===== config.mk =====
export PLATFORM = sky130hd
export DESIGN_NAME = buckeye_shift_ctrl
export DESIGN_NICKNAME = d
export VERILOG_FILES = /design/src/rtl/bky_pkg.sv /design/src/rtl/bky_chan.sv /design/src/rtl/buckeye_shift_ctrl.sv
export SDC_FILE = /design/constraint.sdc
export NUM_CORES = 2
export LEC_CHECK = 0
export ABC_AREA = 1
export CAP_MARGIN = 40
export CORE_MARGIN = 5
export CORE_UTILIZATION = 25
export DETAILED_ROUTE_END_ITERATION = 10
export PLACE_DENSITY = 0.51
export SYNTH_ARGS = -nofsm -noshare
export SYNTH_HDL_FRONTEND = slang
export SYNTH_SLANG_ARGS = --single-unit

===== constraint.sdc =====
create_clock -name CLK -period 1.9 [get_ports CLK]
set_clock_uncertainty 0.15 [all_clocks]
set_input_delay 0.19 -clock CLK [delete_from_list [all_inputs] [get_ports CLK]]
set_output_delay 0.19 -clock CLK [all_outputs]
set_load 0.05 [all_outputs]

===== src/rtl/bky_pkg.sv =====
// Shared constants and types for the Buckeye configuration shift controller.
package bky_pkg;
  localparam int BKY_NCHIP = 6;
  localparam int BKY_NBITS = 48;

  typedef enum logic [1:0] {IDLE, LOW, HIGH, FIN} bky_state_t;

  typedef logic [BKY_NBITS-1:0] bky_word_t;
endpackage


===== src/rtl/bky_chan.sv =====
// One Buckeye channel: outgoing pattern shifter, return capture shifter and
// the two-flop synchronizer for the asynchronous return line.
module bky_chan import bky_pkg::*; #(
  parameter int NBITS = BKY_NBITS
) (
  input  logic             gclk,
  input  logic             grst_n,
  input  logic             load,
  input  logic             step,
  input  logic             rtn,
  input  logic [NBITS-1:0] pat,
  output logic             msb,
  output logic [NBITS-1:0] cap
);
  logic [NBITS-1:0] sh;
  logic [1:0]       rtn_ff;

  always_ff @(posedge gclk or negedge grst_n) begin
    if (!grst_n) begin
      sh     <= '0;
      cap    <= '0;
      rtn_ff <= '0;
    end else begin
      rtn_ff <= {rtn_ff[0], rtn};
      // load wins: a shift step can never coincide with START in IDLE
      if (load) begin
        sh <= pat;
      end else if (step) begin
        sh  <= {sh[NBITS-2:0], 1'b0};
        cap <= {cap[NBITS-2:0], rtn_ff[1]};
      end
    end
  end

  assign msb = sh[NBITS-1];
endmodule


===== src/rtl/buckeye_shift_ctrl.sv =====
// Serial configuration controller for the Buckeye amplifier chips: shared
// bit-clock FSM plus per-chip pattern/readback registers and channels.
module buckeye_shift_ctrl import bky_pkg::*; #(
  parameter int NCHIP   = BKY_NCHIP,
  parameter int NBITS   = BKY_NBITS,
  parameter int CLK_DIV = 4
) (
  input  logic             CLK,
  input  logic             RST_B,
  input  logic             START,
  input  logic [NCHIP:1]   CHIP_MASK,
  input  logic             WR_EN,
  input  logic [2:0]       WR_CHIP,
  input  logic [NBITS-1:0] WR_DATA,
  input  logic [2:0]       RD_CHIP,
  output logic [NBITS-1:0] RD_DATA,
  output logic             BUSY,
  output logic             DONE,
  output logic [NCHIP:1]   TO_BKY,
  output logic [NCHIP:1]   BKY_CLK,
  input  logic [NCHIP:1]   BKY_RTN
);
  localparam int DW = $clog2(CLK_DIV);
  localparam int BW = $clog2(NBITS+1);

  bky_state_t                  state;
  logic [NCHIP:1]              mask;
  logic [DW-1:0]               divcnt;
  logic [BW-1:0]               bitcnt;
  logic                        hi_phase;
  logic                        shifting;
  logic [NCHIP:1][NBITS-1:0]   pat;
  logic [NCHIP:1][NBITS-1:0]   rb;
  logic [NCHIP:1][NBITS-1:0]   cap;
  logic [NCHIP:1]              msb;
  logic [NCHIP:1]              step_vec;
  logic                        div_last;
  logic                        step;
  logic                        start_go;
  logic                        wr_go;

  assign div_last = (divcnt == DW'(CLK_DIV-1));
  assign step     = (state == HIGH) && div_last;
  assign start_go = (state == IDLE) && START;
  assign wr_go    = (state == IDLE) && WR_EN;
  assign step_vec = {NCHIP{step}} & mask;

  always_ff @(posedge CLK or negedge RST_B) begin
    if (!RST_B) begin
      state    <= IDLE;
      mask     <= '0;
      divcnt   <= '0;
      bitcnt   <= '0;
      hi_phase <= 1'b0;
      shifting <= 1'b0;
      BUSY     <= 1'b0;
      DONE     <= 1'b0;
    end else begin
      DONE <= 1'b0;
      case (state)
        IDLE: if (START) begin
          mask   <= CHIP_MASK;
          bitcnt <= '0;
          divcnt <= '0;
          BUSY   <= 1'b1;
          if (CHIP_MASK == '0) begin
            state <= FIN;
          end else begin
            state    <= LOW;
            shifting <= 1'b1;
          end
        end
        LOW: if (div_last) begin
          divcnt   <= '0;
          hi_phase <= 1'b1;
          state    <= HIGH;
        end else begin
          divcnt <= divcnt + 1'b1;
        end
        HIGH: if (div_last) begin
          divcnt   <= '0;
          hi_phase <= 1'b0;
          bitcnt   <= bitcnt + 1'b1;
          if (bitcnt == BW'(NBITS-1)) begin
            state    <= FIN;
            shifting <= 1'b0;
          end else begin
            state <= LOW;
          end
        end else begin
          divcnt <= divcnt + 1'b1;
        end
        FIN: begin
          DONE  <= 1'b1;
          BUSY  <= 1'b0;
          state <= IDLE;
        end
        default: state <= IDLE;
      endcase
    end
  end

  // Out-of-range WR_CHIP simply matches no chip.
  always_ff @(posedge CLK or negedge RST_B) begin
    if (!RST_B) begin
      pat <= '0;
      rb  <= '0;
    end else begin
      for (int i = 1; i <= NCHIP; i++) begin
        if (wr_go && WR_CHIP == 3'(i)) pat[i] <= WR_DATA;
        if (state == FIN && mask[i]) rb[i] <= cap[i];
      end
    end
  end

  always_comb begin
    RD_DATA = '0;
    for (int i = 1; i <= NCHIP; i++)
      if (RD_CHIP == 3'(i)) RD_DATA = rb[i];
  end

  // Pad-side outputs are pure AND terms of flops, so they cannot glitch on decode.
  assign TO_BKY  = shifting ? (mask & msb) : '0;
  assign BKY_CLK = hi_phase ? mask : '0;

  bky_chan #(.NBITS(NBITS)) u_chan [NCHIP:1] (
    .gclk   (CLK),
    .grst_n (RST_B),
    .load   (start_go),
    .step   (step_vec),
    .rtn    (BKY_RTN),
    .pat    (pat),
    .msb    (msb),
    .cap    (cap)
  );
endmodule


==> metrics.txt <==
# TYPE chip_impl_metric gauge
chip_impl_metric{name="synth-seq-area-share",unit="%"} 61.8
chip_impl_metric{name="antenna_found_initial",unit=""} 11
chip_impl_metric{name="peakVddDrop",unit="uV"} 748
chip_impl_metric{name="wl_met2",unit="mm"} 75.9
chip_impl_metric{name="antenna_violating_nets_post_route",unit=""} 0
chip_impl_metric{name="detailedRoute.firstPassIterationCount",unit=""} 6
chip_impl_info{name="synth.area.top_cells",value="sky130_fd_sc_hd__dfrtp_1 (62%), sky130_fd_sc_hd__nand2_1 (16%), sky130_fd_sc_hd__o21ai_0 (9.0%)"} 1
chip_impl_metric{name="ys_async_sr_fraction",unit="%"} 100
chip_impl_metric{name="nets",unit=""} 5907
chip_impl_metric{name="timing.reg2reg.setup_slack",unit="ps"} -250
chip_impl_info{name="regToRegStartpoint",value="state[0]$_DFFE_PN0P_"} 1
chip_impl_metric{name="synth_seq_cells",unit=""} 1184
chip_impl_info{name="most_frequent_cell_after_synthesis",value="sky130_fd_sc_hd__nand2_1"} 1
chip_impl_metric{name="placed_area",unit="sq mm"} 0.0545
chip_impl_info{name="setup.worst_path.start_class",value="register"} 1
chip_impl_metric{name="internal_power",unit="W"} 0.0410
chip_impl_metric{name="area_of_the_die",unit="sq mm"} 0.201
chip_impl_metric{name="finalCoreUtilization",unit="%"} 34.8
chip_impl_info{name="critical_path_class",value="register to output port"} 1
chip_impl_metric{name="port-buffer-count",unit=""} 131
chip_impl_metric{name="final-max-slew-violation-count",unit=""} 0
chip_impl_info{name="rsz_0062_raised_after_global_routing",value="yes"} 1
chip_impl_info{name="worstPathCellList",value="nand4_1 -> nand2_1 -> nand2_1 -> nand4_1 -> buf_12"} 1
chip_impl_metric{name="area.growth.synth_to_final",unit="%"} 38.3
chip_impl_metric{name="critical-path-max-stage-delay",unit="ps"} 430
chip_impl_metric{name="tritoncts.num_buffers",unit=""} 134
chip_impl_metric{name="register_share_of_total_power",unit="%"} 47.5
chip_impl_info{name="worst_path_max_delay_cell",value="sky130_fd_sc_hd__dfrtp_1"} 1
chip_impl_metric{name="via_per_inst",unit=""} 4.61
chip_impl_metric{name="critPathArrivalTime",unit="ps"} 1900
chip_impl_metric{name="drc_violation_count_after_routing",unit=""} 0
chip_impl_metric{name="syn-mean-instance-area",unit="sq um"} 8.89
chip_impl_metric{name="routed_wire_length_per_instance",unit="microns"} 18.9
chip_impl_metric{name="drt-initial-drc-count",unit=""} 3188
chip_impl_metric{name="syn-num-nets",unit=""} 5464
chip_impl_metric{name="power.leakage",unit="nW"} 31.8
chip_impl_metric{name="timing.final.crit_period",unit="ps"} 2240
chip_impl_info{name="worst_hold_path_type",value="input pin to register"} 1
chip_impl_metric{name="pin_count_of_the_biggest_net_entering_global_routing",unit=""} 74
chip_impl_info{name="worst_path_dominant_cell_family",value="simple AND/OR/NAND/NOR gates"} 1
chip_impl_info{name="synth_area_leader_cell",value="sky130_fd_sc_hd__dfrtp_1"} 1
chip_impl_metric{name="combinationalPowerShare",unit="%"} 3.6
chip_impl_metric{name="grt_overflow",unit=""} 0
chip_impl_info{name="worstSetupEndpointType",value="output port"} 1
chip_impl_metric{name="final_area",unit="sq mm"} 0.0663
chip_impl_info{name="r2r_end",value="pat[237]$_DFFE_PN0P_"} 1
chip_impl_info{name="violations",value="setup timing"} 1
chip_impl_metric{name="worst_skew_pair.late_latency",unit="ps"} 770
chip_impl_metric{name="switching_share",unit="%"} 22.9
chip_impl_metric{name="fraction_of_layout_instances_using_a_drive_strength_above_1",unit="%"} 21.4
chip_impl_metric{name="cp_num_buf_inv",unit=""} 1
chip_impl_metric{name="edff_count_synth",unit=""} 0
chip_impl_metric{name="path_clk_slew",unit="ps"} 60
chip_impl_metric{name="max_slew_margin",unit="%"} 35.1
chip_impl_metric{name="wl_met3",unit="mm"} 8.21
chip_impl_metric{name="clock.fmax",unit="MHz"} 446
chip_impl_metric{name="cts_max_path_buffers",unit=""} 3
chip_impl_metric{name="netlist-cell-type-count",unit=""} 28
chip_impl_metric{name="drv.max_cap_violation_count",unit=""} 0
chip_impl_metric{name="synth_largest_type_area_fraction",unit="%"} 61.8
chip_impl_metric{name="io-pin-count",unit=""} 132
chip_impl_metric{name="timing_worst_slew_pin_value",unit="ps"} 971
chip_impl_metric{name="die_height",unit="microns"} 448
chip_impl_metric{name="finalHoldViolCount",unit=""} 0
chip_impl_metric{name="placeableCoreArea",unit="sq mm"} 0.190
chip_impl_info{name="synth.cells.most_frequent",value="sky130_fd_sc_hd__nand2_1 (2,020), sky130_fd_sc_hd__dfrtp_1 (1,184), sky130_fd_sc_hd__o21ai_0 (858)"} 1
chip_impl_info{name="clock_tree.root_cell",value="sky130_fd_sc_hd__clkbuf_16"} 1
chip_impl_metric{name="globalRouteTotalUtil",unit="%"} 14.8
chip_impl_metric{name="power.switching",unit="W"} 0.0122
chip_impl_metric{name="grt_pass1_wl",unit="mm"} 229
chip_impl_metric{name="worst-r2r-cell-count",unit=""} 12
chip_impl_metric{name="worst-path-max-fanout",unit=""} 2
chip_impl_metric{name="clock_tree.htree_level_count",unit=""} 4
chip_impl_metric{name="yosysWarningCount",unit=""} 0
chip_impl_metric{name="dp.final_hpwl",unit="mm"} 92.0
chip_impl_info{name="cts_tree",value="done"} 1
chip_impl_metric{name="dieWidth",unit="microns"} 448
chip_impl_metric{name="p_clk_share",unit="%"} 48.9
chip_impl_metric{name="setup-violations-final",unit=""} 853
chip_impl_metric{name="effective_utilization_at_floorplan",unit="%"} 25.2
chip_impl_info{name="cp-startpoint",value="rb[52]$_DFFE_PN0P_"} 1
chip_impl_metric{name="fin_ws",unit="ps"} -341
chip_impl_info{name="critical_path.endpoint",value="RD_DATA[4]"} 1
chip_impl_metric{name="syn-cell-area",unit="sq mm"} 0.0479
chip_impl_metric{name="cp_data_required_time",unit="ps"} 1560
chip_impl_metric{name="grt_pass1_vias",unit=""} 37500
chip_impl_metric{name="gp_congestion",unit=""} 0.848
chip_impl_info{name="run_status",value="complete, but fails checks"} 1
chip_impl_metric{name="power.density_cell_area",unit="mW/mm^2"} 802
chip_impl_metric{name="finalWirelength",unit="mm"} 160
chip_impl_metric{name="vias",unit=""} 39000
chip_impl_metric{name="timing.critical_path.depth",unit=""} 5
chip_impl_info{name="postSynth.topFlopCell",value="sky130_fd_sc_hd__dfrtp_1"} 1
chip_impl_metric{name="route.layer.met1.wl",unit="mm"} 69.8
chip_impl_info{name="highest_layer",value="met5"} 1
chip_impl_metric{name="layout_worst_path_cycle_share",unit="%"} 118
chip_impl_metric{name="mapped_cells",unit=""} 5388
chip_impl_metric{name="rows",unit=""} 160
chip_impl_metric{name="numClockSinks",unit=""} 1184
[through the flow]
stage | setup TNS, ps | cells | power, W | setup slack, ps | hold WS, ps
floorplan | 0 | 5388 | 0.0262 | 6.11 | -256
global placement | -115120 | 7944 | 0.0275 | -407 | -32.6
detailed placement | -121810 | 7944 | 0.0275 | -393 | -30.0
CTS | -81340 | 8350 | 0.0539 | -384 | 8.06
global route | -153260 | 8451 | 0.0551 | -425 | 32.7
finish | -84480 | 8452 | 0.0532 | -341 | 41.6
[cell families (layout without fill, tap and decap cells)]
| logic type | count (synthesis) | in the layout | share of synthesized area, % |
|---|---|---|---|
| AOI/OAI and AO/OA | 934 | 934 | 9.78 |
| adders and majority gates | 6 | 6 | 0.157 |
| buffers and inverters | 711 | 1249 | 6.49 |
| DFF | 1184 | 1184 | 61.8 |
| muxes | 4 | 4 | 0.0940 |
| other | 0 | 14 | 0 |
| and+or+nand+nor | 2549 | 2550 | 21.7 |
[area by class of cell]
cell class,count,area (sq um)
Antenna cell,14,35.0
Timing Repair Buffer,637,9960
Inverter,379,1550
Clock inverter,43,579
Sequential cell,1184,29600
Clock buffer,189,3790
Multi-Input combinational cell,3494,17600
Tap cell,2511,3140
Timing Repair inverter,1,11.3
Fill cell,19100,124000
[tightest hold or removal path: stages]
cell and delay [ps]:
sky130_fd_sc_hd__clkdlybuf4s50_1 420, sky130_fd_sc_hd__inv_1 220, sky130_fd_sc_hd__o21ai_2 70
[how the worst min path moves through the flow]
stage                      start                            end  slack [ps]  cells past startpoint
floorplan                  RST_B               BUSY$_DFFE_PN0P_        -260                      0
global placement           RST_B            rb[203]$_DFFE_PN0P_         -30                      1
detailed placement         RST_B  u_chan[5].cap[12]$_DFFE_PN0P_         -30                      1
CTS                  WR_DATA[29]           pat[221]$_DFFE_PN0P_           8                      3
global route        CHIP_MASK[5]            mask[5]$_DFFE_PN0P_          30                      3
finish               WR_DATA[17]           pat[161]$_DFFE_PN0P_          40                      3
[registers in the layout, indices dropped and copies added (netlist names)]
register	cells
pat	288
rb	288
u_chan.cap	288
u_chan.sh	288
u_chan.rtn_ff	12
bitcnt	6
mask	6
divcnt	2
state	2
BUSY	1
DONE	1
hi_phase	1
shifting	1
[power by group through the flow]
stage | sequential [W] | clock [W] | combinational, W
global route | 0.0252 | 0.0278 | 0.00211
global placement | 0.0257 | 0 | 0.00183
detailed placement | 0.0257 | 0 | 0.00184
finish | 0.0252 | 0.0260 | 0.00192
CTS | 0.0252 | 0.0267 | 0.00194
floorplan | 0.0257 | 0 | 0.000460
[placed cells by master (no fill, tap or decap), types with 5 or more instances in the layout]
cell / n
sky130_fd_sc_hd__nand3_1: 213
sky130_fd_sc_hd__clkbuf_16: 175
sky130_fd_sc_hd__clkbuf_8: 21
sky130_fd_sc_hd__nand4_1: 100
sky130_fd_sc_hd__nor2_1: 56
sky130_fd_sc_hd__inv_2: 7
sky130_fd_sc_hd__inv_16: 7
sky130_fd_sc_hd__nand2_2: 134
sky130_fd_sc_hd__buf_16: 74
sky130_fd_sc_hd__dlygate4sd3_1: 17
sky130_fd_sc_hd__clkdlybuf4s50_1: 65
sky130_fd_sc_hd__o21ai_0: 689
sky130_fd_sc_hd__inv_6: 7
sky130_fd_sc_hd__diode_2: 14
sky130_fd_sc_hd__buf_6: 34
sky130_fd_sc_hd__nand3_4: 5
sky130_fd_sc_hd__o21ai_2: 74
sky130_fd_sc_hd__nor3_2: 33
sky130_fd_sc_hd__o21ai_1: 162
sky130_fd_sc_hd__clkinv_8: 7
sky130_fd_sc_hd__buf_12: 196
sky130_fd_sc_hd__nand2_4: 133
sky130_fd_sc_hd__dfrtp_2: 10
sky130_fd_sc_hd__nand3_2: 78
sky130_fd_sc_hd__clkbuf_1: 33
sky130_fd_sc_hd__nand2_8: 10
sky130_fd_sc_hd__a21oi_1: 5
sky130_fd_sc_hd__buf_4: 187
sky130_fd_sc_hd__inv_1: 360
sky130_fd_sc_hd__clkinv_2: 15
sky130_fd_sc_hd__dfrtp_1: 1174
sky130_fd_sc_hd__buf_8: 18
sky130_fd_sc_hd__nand2_1: 1756
sky130_fd_sc_hd__nor2_4: 13
sky130_fd_sc_hd__nor3_1: 18
sky130_fd_sc_hd__bufinv_16: 8
[timing repair]
item / 4_1_cts / 5_1_grt
hold endpoints to repair: 1210 / 0
pin swaps: 124 / 134
hold buffers: 18 / 0
gates resized for setup: 447 / 573
cloned: 64 / 49
setup buffers: 96 / 50
endpoints found under the setup margin: 1088 / 961
[layer usage]
| layer | GRT usage [%] | vias up |
|---|---|---|
| li1 | - | 18200 |
| met1 | 19.4 | 19500 |
| met2 | 24.6 | 1037 |
| met3 | 2.70 | 259 |
| met4 | 5.28 | 2 |
| met5 | 0 | - |
(Power assumes the default switching activity.)
